**src/rtl/dct_da_ctrl.sv**
```systemverilog
// rtl/dct_da_ctrl.sv - DA DCT coefficient lane sequencer/accumulator (optional DA_ROUND_EN rounding)
// Walks 4 samples LSB-first, folds the ROM MSB address bit by antisymmetry, shift-accumulates.
module dct_da_ctrl #(
    parameter int DW  = 16,
    parameter int RW  = 16,
    parameter int RSH = 14,
    parameter int OW  = 16
) (
    input  logic                 clk,
    input  logic                 rst_n,
    input  logic                 in_valid,
    output logic                 in_ready,
    input  logic [DW-1:0]        x0,
    input  logic [DW-1:0]        x1,
    input  logic [DW-1:0]        x2,
    input  logic [DW-1:0]        x3,
    output logic                 rom_cs,
    output logic [2:0]           rom_addr,
    input  logic signed [RW-1:0] rom_data,
    output logic                 out_valid,
    input  logic                 out_ready,
    output logic signed [OW-1:0] z_out,
    output logic                 busy
);
    localparam int AW = RW + DW + 1;
    localparam int JW = (DW > 1) ? $clog2(DW) : 1;

    typedef enum logic [1:0] {WARM, IDLE, RUN, HOLD} state_t;

    state_t                 state, state_next;
    logic [JW-1:0]          j;
    logic [DW-1:0]          x0_r, x1_r, x2_r, x3_r;
    logic signed [AW-1:0]   acc;
    logic                   last, neg, neg_eff;
    logic [2:0]             addr_raw;
    logic signed [AW-1:0]   t_ext, t_term, acc_next, acc_rnd;

    always_ff @(posedge clk or negedge rst_n) begin
        if (!rst_n) state <= WARM;
        else        state <= state_next;
    end

    always_comb begin
        state_next = state;
        in_ready   = 1'b0;
        rom_cs     = 1'b0;
        out_valid  = 1'b0;
        busy       = 1'b0;
        case (state)
            WARM: state_next = IDLE;
            IDLE: begin
                in_ready = 1'b1;
                if (in_valid) state_next = RUN;
            end
            RUN: begin
                rom_cs = 1'b1;
                busy   = 1'b1;
                if (last) state_next = HOLD;
            end
            HOLD: begin
                out_valid = 1'b1;
                busy      = 1'b1;
                if (out_ready) state_next = IDLE;
            end
            default: state_next = WARM;
        endcase
    end

    // Only half the table is stored: b0=1 reads the complement address and negates.
    always_comb begin
        last     = (j == JW'(DW - 1));
        neg      = x0_r[j];
        addr_raw = {x1_r[j], x2_r[j], x3_r[j]};
        rom_addr = rom_cs ? (addr_raw ^ {3{neg}}) : 3'd0;
        t_ext    = {{(AW-RW){rom_data[RW-1]}}, rom_data};
        neg_eff  = neg ^ last;
        t_term   = neg_eff ? -t_ext : t_ext;
        acc_next = acc + (t_term <<< j);
`ifdef DA_ROUND_EN
        acc_rnd  = acc_next + (AW'(1) <<< (RSH - 1));
`else
        acc_rnd  = acc_next;
`endif
    end

    always_ff @(posedge clk or negedge rst_n) begin
        if (!rst_n) begin
            j     <= '0;
            x0_r  <= '0;
            x1_r  <= '0;
            x2_r  <= '0;
            x3_r  <= '0;
            acc   <= '0;
            z_out <= '0;
        end else begin
            if (state == IDLE && in_valid) begin
                x0_r <= x0;
                x1_r <= x1;
                x2_r <= x2;
                x3_r <= x3;
                acc  <= '0;
                j    <= '0;
            end else if (state == RUN) begin
                acc <= acc_next;
                j   <= j + JW'(1);
                if (last) z_out <= OW'(acc_rnd >>> RSH);
            end
        end
    end
endmodule

```
**config.mk**
```make
export PLATFORM = sky130hd
export DESIGN_NAME = dct_da_ctrl
export DESIGN_NICKNAME = d
export VERILOG_FILES = /design/src/rtl/dct_da_ctrl.sv
export SDC_FILE = /design/constraint.sdc
export NUM_CORES = 1
export LEC_CHECK = 0
export BUFFER_PORTS_ARGS = -buffer_cell sky130_fd_sc_hd__buf_2
export CAP_MARGIN = 20
export CORE_ASPECT_RATIO = 1.5
export CORE_UTILIZATION = 51
export DETAILED_ROUTE_END_ITERATION = 8
export HOLD_SLACK_MARGIN = 0.02
export PLACE_DENSITY = 0.7
export SLEW_MARGIN = 25
export SYNTH_ARGS = -nofsm -noshare
export SYNTH_HDL_FRONTEND = slang
export SYNTH_SLANG_ARGS = --single-unit
```
**constraint.sdc**
```tcl
create_clock -name clk -period 5.6 [get_ports clk]
set_clock_uncertainty 0.05 [all_clocks]
set_input_delay 0.56 -clock clk [delete_from_list [all_inputs] [get_ports clk]]
set_output_delay 0.56 -clock clk [all_outputs]
set_load 0.005 [all_outputs]
```
==> qor.csv <==
metric,value,unit
synth_cell_types,74,
antenna_cells,0,
drt-wirelength-per-cell,16.6,um
firstDrtPassIters,6,
clockBufferDepth,2,
crit_path_start_kind,flip-flop,
slew_viol_final,0,
async_flop_share,100,%
grt_pass1_vias,7373,
clk-insertion-delay-late,430,ps
synthSimpleGateAreaFrac,21.3,%
hold_class,input pin to async pin,
grt_pass1_wl,35000,um
syn-num-nets,1071,
port_buffers,106,
ios,107,
place_congestion,0.926,
cts_tree,done,
rows,56,
synthMuxAreaShare,12.9,%
grt_use_total,27.2,%
fin_nets,1197,
synthXorXnorAreaFrac,4.89,%
fin_crit,5360,ps
synth-compound-area-share,15.1,%
drtIter0Drc,359,
synth_cells,946,
htreeDepth,4,
syn2layout_area_growth,20.2,%
drive_gt1_share,23.8,%
place_hpwl,15600,um
dieArea,16500,um^2
synth-edff-count,0,
yosys.area_share.adder,6.40,%
max_cap_viol_count,0,
worstPathRequired,5870,ps
grt_max_degree,101,
crit_fanout,7,
crit_path_top_delay_cell,mux4_2,
arrival,5630,ps
finalSetupViolCount,0,
ys.flop_type,dfrtp_1,
cp_top_family,compound AO/OA/AOI/OAI gates,
final_area,9780,um^2
dpl_cell_area,9080,um^2
path_cells,mux4_2 -> a221oi_4 -> a21boi_4 -> buf_4 -> nor3_1 -> xnor2_1 -> buf_4 -> o221ai_1 -> buf_4 -> nor2_1 -> a211oi_1 -> ha_1 -> a21oi_1 -> o21ai_0 -> o221ai_1 -> a21oi_2 -> o2111ai_2 -> nand3_2 -> a211oi_2 -> xnor3_1 -> mux2_2,
synth_top_family_by_area,simple AND/OR/NAND/NOR gates,
crit_buf_inv,3,
avgSynthCellArea,8.60,um^2
cts_made_buffers,17,
antenna_found_initial,0,
yosys.area.top_type,dfrtp_1,
path_common_cell,buf_4,
antenna_left,0,
hold_buffers,0,
synth.top_cell.area_share,35.7,%
cts_root_buf,clkbuf_16,
outcome,completed,
die-height,157,um
synth_seq_cells,116,
r2r_slack,240,ps
fmax,186,MHz
period_share,95.8,%
clock_sinks,116,
synth_top_cells_by_area,"dfrtp_1 36%, nand2_1 11%, mux4_2 6.4%, ha_1 6.2%, mux2i_1 4.6%",
netlist_area,8140,um^2
end_kind,flip-flop,
worstMarginPinSlew,854,ps
wl,21400,um
dieWidth,105,um
yosysWarnings,0,
path_clk_slew,60,ps
num_vias,7453,
synth.yosys.seq_area_share,35.7,%
grt_overflow,0,
start_util,52.1,%
hold_viol,0,
max_stage_delay,580,ps
slew-limit-headroom,42.9,%
drc,0,
fp.coreArea,15600,um^2
critical_path_class,flip-flop to flip-flop,
drt-vias-per-instance,5.79,
## layout make-up
cell class	count	area (um^2)
Sequential cell	116	2900
Multi-Input combinational cell	754	5040
Clock buffer	17	425
Inverter	28	105
Clock inverter	15	136
Timing Repair Buffer	155	913
Fill cell	1354	5850
Tap cell	203	254
## kinds of logic after synthesis
kind of cell	count (synthesis)
AO/OA/AOI/OAI	184
XOR/XNOR	43
adder cells (fa/ha/maj)	41
buffers and inverters	76
flip-flops	116
multiplexers	74
AND/OR/NAND/NOR	412
## worst paths after layout
path / startpoint / endpoint / cells past startpoint
setup / recovery: j[0] / z_out[15] / 21
hold / removal: rst_n / acc[14] / 1
setup reg to reg: j[0] / z_out[15] / 21
hold reg to reg: x2_r[14] / x2_r[14] / 2
max in group asynchronous: rst_n / j[0] / 2
min in group clk: x3[7] / x3_r[7] / 3
## registers in the layout (all words and copies together) (netlist names)
name / flops
z_out: 16
x3_r: 16
acc: 30
x0_r: 16
x2_r: 16
j: 4
state: 2
x1_r: 16
## what timing repair did
item                       CTS  global route
buffers inserted             0             1
gates resized for setup      0            21
setup endpoints to repair    0            13
## per-layer routing
layer / part of all wire [%] / global-route usage, % / vias up
li1: - / - / 3590
met1: 38 / 29.0 / 3557
met3: 3.9 / 4.29 / 73
met4: 4.7 / 17.3 / 0
met2: 54 / 49.9 / 233
met5: 0 / 0 / -
## layout by cell type, fill, tap and decap left out, types with 9 or more instances in the layout
cell       netlist  routed
ha_1            40      39
nand3_1         18      16
xor2_1          15      14
dfrtp_1        116     115
nor3_1          15      15
a21oi_1         47      46
mux2_2          13      13
mux2i_1         37      36
o21ai_0         38      35
clkbuf_16        0      17
a211oi_1        10       9
mux4_2          23      23
nor2_1          84      83
buf_4            0      49
xnor2_1         26      26
inv_1           24      24
buf_2            4     105
nand2_1        248     247
## through the flow
stage / cells / TNS [ps] / hold slack (ps) / util, % / setup slack [ps]
after global placement: 1254 / 0 / 402 / 58.1 / 250
final: 1288 / 0 / 163 / 62.6 / 237
after detailed placement: 1254 / 0 / 407 / 58.1 / 119
after global routing: 1288 / -236 / 253 / 62.6 / -68.9
after CTS: 1286 / 0 / 208 / 61.7 / 79.6
after floorplan: 946 / 0 / 214 / - / 555
## synthesized netlist by cell type, drive strengths merged, types with 5 or more instances
cell / instances
o21ai: 40
xor2: 15
and3: 8
nand3: 18
mux2i: 37
xnor2: 27
mux4: 23
buf: 15
ha: 40
nor2b: 6
a21oi: 47
nor2: 85
a31oi: 8
o31ai: 6
inv: 25
nor3: 16
o22ai: 6
clkbuf: 33
nand2: 248
nand2b: 5
a21o: 8
o211ai: 8
mux2: 14
a221oi: 8
o221ai: 6
dfrtp: 116
a211oi: 10
Power is left out: the tool's default activity adds up to more than one toggle a clock period on the data nets, which glitch-free logic cannot reach.
